--- src/rtl/fetch_unit.sv ---
// Instruction-fetch stage with PC, IF/ID register and HLT detection.
// Optional performance counters are enabled by defining FETCH_PERF_CNT_EN.
module fetch_unit #(
    parameter logic [15:0] RESET_PC   = 16'h0000,
    parameter logic [15:0] NOP_WORD   = 16'h0000,
    parameter logic [3:0]  HLT_OPCODE = 4'hF
) (
    input  logic        clk,
    input  logic        rst_n,
    input  logic        stall,
    input  logic        branch_taken,
    input  logic [15:0] branch_target,
    output logic [15:0] imem_addr,
    input  logic [15:0] imem_data,
    input  logic        imem_valid,
    output logic [15:0] ifid_instr,
    output logic [15:0] ifid_pc_plus2,
    output logic        ifid_valid,
    output logic        halted,
    output logic [15:0] perf_stall_cnt,
    output logic [15:0] perf_flush_cnt,
    output logic [15:0] perf_bubble_cnt
);

    localparam int unsigned W = 16;

    typedef enum logic {
        S_RUN,
        S_HALT
    } state_e;

    state_e         state_q, state_d;
    logic [W-1:0]   pc_q, pc_d;
    logic [W-1:0]   instr_q, instr_d;
    logic [W-1:0]   pc2_q, pc2_d;
    logic           valid_q, valid_d;
    logic [W-1:0]   pc_plus2;
    logic           flush_c;
    logic           bubble_c;

    assign pc_plus2 = pc_q + W'(2);

    // Next-state: stall > redirect > memory busy > normal fetch
    always_comb begin
        state_d  = state_q;
        pc_d     = pc_q;
        instr_d  = instr_q;
        pc2_d    = pc2_q;
        valid_d  = valid_q;
        flush_c  = 1'b0;
        bubble_c = 1'b0;
        unique case (state_q)
            S_RUN: begin
                if (stall) begin
                    // hold everything; a pending branch waits for its operand
                end else if (branch_taken) begin
                    flush_c = 1'b1;
                    pc_d    = branch_target;
                    instr_d = NOP_WORD;
                    valid_d = 1'b0;
                end else if (!imem_valid) begin
                    bubble_c = 1'b1;
                    instr_d  = NOP_WORD;
                    valid_d  = 1'b0;
                end else begin
                    instr_d = imem_data;
                    pc2_d   = pc_plus2;
                    valid_d = 1'b1;
                    if (imem_data[15:12] == HLT_OPCODE) begin
                        state_d = S_HALT;
                    end else begin
                        pc_d = pc_plus2;
                    end
                end
            end
            S_HALT: begin
                if (!stall) begin
                    instr_d = NOP_WORD;
                    valid_d = 1'b0;
                    if (branch_taken) begin
                        pc_d    = branch_target;
                        state_d = S_RUN;
                    end
                end
            end
            default: begin
                state_d = S_RUN;
            end
        endcase
    end

    always_ff @(posedge clk or negedge rst_n) begin
        if (!rst_n) begin
            state_q <= S_RUN;
            pc_q    <= RESET_PC;
            instr_q <= NOP_WORD;
            pc2_q   <= '0;
            valid_q <= 1'b0;
        end else begin
            state_q <= state_d;
            pc_q    <= pc_d;
            instr_q <= instr_d;
            pc2_q   <= pc2_d;
            valid_q <= valid_d;
        end
    end

    assign imem_addr     = pc_q;
    assign ifid_instr    = instr_q;
    assign ifid_pc_plus2 = pc2_q;
    assign ifid_valid    = valid_q;
    assign halted        = (state_q == S_HALT);

`ifdef FETCH_PERF_CNT_EN
    logic [W-1:0] stall_cnt_q, flush_cnt_q, bubble_cnt_q;

    // Saturating event counters
    always_ff @(posedge clk or negedge rst_n) begin
        if (!rst_n) begin
            stall_cnt_q  <= '0;
            flush_cnt_q  <= '0;
            bubble_cnt_q <= '0;
        end else begin
            if (stall && (stall_cnt_q != {W{1'b1}}))
                stall_cnt_q <= stall_cnt_q + W'(1);
            if (flush_c && (flush_cnt_q != {W{1'b1}}))
                flush_cnt_q <= flush_cnt_q + W'(1);
            if (bubble_c && (bubble_cnt_q != {W{1'b1}}))
                bubble_cnt_q <= bubble_cnt_q + W'(1);
        end
    end

    assign perf_stall_cnt  = stall_cnt_q;
    assign perf_flush_cnt  = flush_cnt_q;
    assign perf_bubble_cnt = bubble_cnt_q;
`else
    logic unused_c;
    assign unused_c        = flush_c ^ bubble_c;
    assign perf_stall_cnt  = '0;
    assign perf_flush_cnt  = '0;
    assign perf_bubble_cnt = '0;
`endif

endmodule

--- config.mk ---
export PLATFORM = sky130hd
export DESIGN_NAME = fetch_unit
export DESIGN_NICKNAME = d
export VERILOG_FILES = /design/src/rtl/fetch_unit.sv
export SDC_FILE = /design/constraint.sdc
export NUM_CORES = 1
export LEC_CHECK = 0
export ABC_AREA = 1
export ABC_CLOCK_PERIOD_IN_PS = 1400
export CAP_MARGIN = 0
export CORE_MARGIN = 2
export CORE_UTILIZATION = 37
export DETAILED_ROUTE_END_ITERATION = 10
export PLACE_DENSITY = 0.73
export REMOVE_ABC_BUFFERS = 1
export SLEW_MARGIN = 20
export SYNTH_ARGS = -nofsm -noshare
export SYNTH_HDL_FRONTEND = slang
export SYNTH_SLANG_ARGS = --single-unit
--- constraint.sdc ---
create_clock -name clk -period 1.4 [get_ports clk]
set_clock_uncertainty 0.2 [all_clocks]
set_input_delay 0.28 -clock clk [delete_from_list [all_inputs] [get_ports clk]]
set_output_delay 0.28 -clock clk [all_outputs]
set_load 0.02 [all_outputs]
==> out/metrics.yaml <==
run_status:
  status: "complete, but fails checks"
  violations: "negative setup slack"
power:
  power_density_mw_per_mm2: 1110
  p_sw_mw: 1.68
  p_leak_nw: 2.19
  sequentialPowerShare: 0.386
  clock_power_share: 0.222
  vdd_drop_max_v: 0.000618
  p_comb_frac: 0.392
  p_sw_frac: 0.357
  intPower_mw: 3.03
clocking:
  clock-root-buffer: "clkbuf_8"
  clk_pin_slew_worst_paths_ns: 0.09
  tritoncts: "yes"
  clock_sinks: 50
  cts_buffers: 5
  insertion_delay_ns: 0.31
  htree_num_levels: 2
  cts_max_path_buffers: 2
routing:
  wl_per_cell_um: 13.5
  drt-total-wl_um: 7850
  route.detailed.drc: 0
  drt-pass1-iter-count: 4
  ant_nets: 0
  drt_iter0_drc: 142
  vias_per_cell: 4.53
  num_vias: 2637
worst_setup_path:
  reg2regPathDepth: 8
  cp.arrival_ns: 1.51
  r2r_end: "imem_addr[13]"
  timing.critical_path.buf_inv: 0
  rrSetupSlack_ns: -0.12
  path_depth: 8
  path_cells: "ha_4, nand3_4, nor2_4, nand3_2, nand2_2, nand3_2, nand2_1, nand2_1"
  critPathSlowestCell: "dfrtp_2"
  cp_max_fo: 5
  startpoint: "imem_addr[1]"
  crit_family: "simple AND/OR/NAND/NOR gates"
  worstPathRequired_ns: 1.40
  timing.critical_path.to: "imem_addr[13]"
  max_stage_delay_ns: 0.43
  crit_type: "reg2reg"
  cp-end-kind: "flip-flop"
  rr_startpoint: "imem_addr[1]"
  critPathLaunchType: "flip-flop"
synthesis:
  synthesis.area_mm2: 0.00280
  synth_area_leaders: "dfrtp_1, buf_4, nand2_1"
  synth.distinct_cells: 25
  postSynthCellCount: 342
  seq_area_frac_synth: 0.447
  ys_ff_latch: 50
  yosys.area.top_type: "dfrtp_1"
  yosys.area.top_type_share: 0.447
  synth.avg_cell_area_um2: 8.18
  ys_warn_count: 0
  async_flop_share: 1.00
  synth_ff_type: "dfrtp_1"
  synth_edf_count: 0
final_layout:
  layout-drive-gt1-share: 0.342
  finish.utilization: 0.582
  nets: 521
  final_common_cell: "nand2_1"
  diodes: 0
  final_cell_mix: "nand2_1, conb_1, dfrtp_1, buf_2, buf_4"
  area_growth_pct: 51.7
floorplanning:
  io_pins: 135
  core-area_mm2: 0.00729
  initial_utilization: 0.383
  chipWidth_um: 90.9
  die-area_mm2: 0.00827
  chipHeight_um: 90.9
  rows: 31
timing:
  tns_ns: -2.65
  post-route-period-util: 1.08
  fin_crit_ns: 1.52
  rsz0062_at_grt: "yes"
  drv_slew: 0
  setup_ws_ns: -0.117
  finalSetupViolations: 42
  hold_viol_final: 0
  fmax_ghz: 0.659
global_route:
  grt_pass1_wl_um: 11800
  grt_max_degree: 21
  antenna_found_initial: 0
  grtUsageTotal: 0.175
  grt_pass1_vias: 2474
  overflow: 0
placement:
  port_buffers: 86
  place_hpwl_um: 5110
  gp_congestion: 0.836
flow_run:
  max_cap_violations: 0
min_path:
  hold_path_class: "in2reg"
cell usage after synthesis, types with 4 or more instances:
library cell and count:
buf_4 53, a31oi_1 6, a22o_1 16, inv_1 17, nand2_1 102, nand4_1 5
nor2_1 37, dfrtp_1 50, nand3_1 15, o21ai_0 16, nand3b_1 4
power groups by stage:
stage / Combinational [mW] / Clock, mW / Sequential, mW
2_1_floorplan: 0.515 / 0 / 2.11
3_3_place_gp: 1.69 / 0 / 1.83
3_5_place_dp: 1.71 / 0 / 1.83
4_1_cts: 1.65 / 1.08 / 1.81
5_1_grt: 1.98 / 1.13 / 1.85
6_report: 1.85 / 1.05 / 1.82
per-stage QoR:
stage	setup slack [ns]	hold WS [ns]	cell area (um^2)	total power, mW	instances
2_1_floorplan	-0.888	-0.216	2520	2.63	329
6_report	-0.117	0.154	4240	4.72	582
3_5_place_dp	-0.415	0.0246	3860	3.54	553
4_1_cts	-0.130	0.142	3970	4.54	570
5_1_grt	-0.228	0.155	4240	4.97	582
3_3_place_gp	-0.397	0.0218	3860	3.52	553
layout make-up:
type                            instances  area (um^2)
Tap cell                               99          124
Timing Repair Buffer                  146         1270
Clock buffer                            6         82.6
Sequential cell                        50         1260
Inverter                               18         75.1
Clock inverter                          1         30.0
Multi-Input combinational cell        262         1400
Fill cell                             643         3050
timing repair:
| action | CTS | global route |
|---|---|---|
| hold endpoints to repair | 12 | 0 |
| pin swaps | 19 | 17 |
| endpoints found under the setup margin | 93 | 47 |
| gates cloned | 2 | 3 |
| gates resized for setup | 251 | 47 |
| setup buffers | 7 | 9 |
| hold buffers | 1 | 0 |
worst min path at each step:
stage | from | to | slack (ns) | depth (start not counted)
after detailed placement | rst_n | ifid_pc_plus2[1] | 0.02 | 1
after global routing | imem_data[12] | ifid_instr[12] | 0.16 | 2
after global placement | rst_n | ifid_pc_plus2[1] | 0.02 | 1
after floorplan | rst_n | halted | -0.22 | 0
after CTS | imem_data[12] | ifid_instr[12] | 0.14 | 2
final | imem_data[13] | ifid_instr[13] | 0.15 | 2
kinds of logic (layout without fill, tap and decap cells):
| logic type | after synthesis | count (layout) | share of synthesized area |
|---|---|---|---|
| XOR/XNOR | 2 | 2 | 0.00627 |
| flip-flops | 50 | 50 | 0.447 |
| AO/OA/AOI/OAI | 40 | 40 | 0.0971 |
| buffers and inverters | 78 | 171 | 0.185 |
| other | 1 | 48 | 0.00134 |
| adder cells (fa/ha/maj) | 1 | 1 | 0.00447 |
| AND/OR/NAND/NOR | 170 | 171 | 0.258 |
state kept, by name, summed over array words and instances (netlist names):
signal / flops
halted: 1
ifid_instr: 16
imem_addr: 16
ifid_valid: 1
ifid_pc_plus2: 16
routing by layer:
| metal | wire length (um) | share of wire | global-route usage |
|---|---|---|---|
| met1 | 3310 | 0.42 | 0.214 |
| met2 | 3990 | 0.51 | 0.304 |
| met3 | 466 | 0.059 | 0.0415 |
| met4 | 82 | 0.010 | 0.0543 |
| met5 | 0 | 0 | 0 |
No activity file was read; power rests on OpenSTA's default activity.
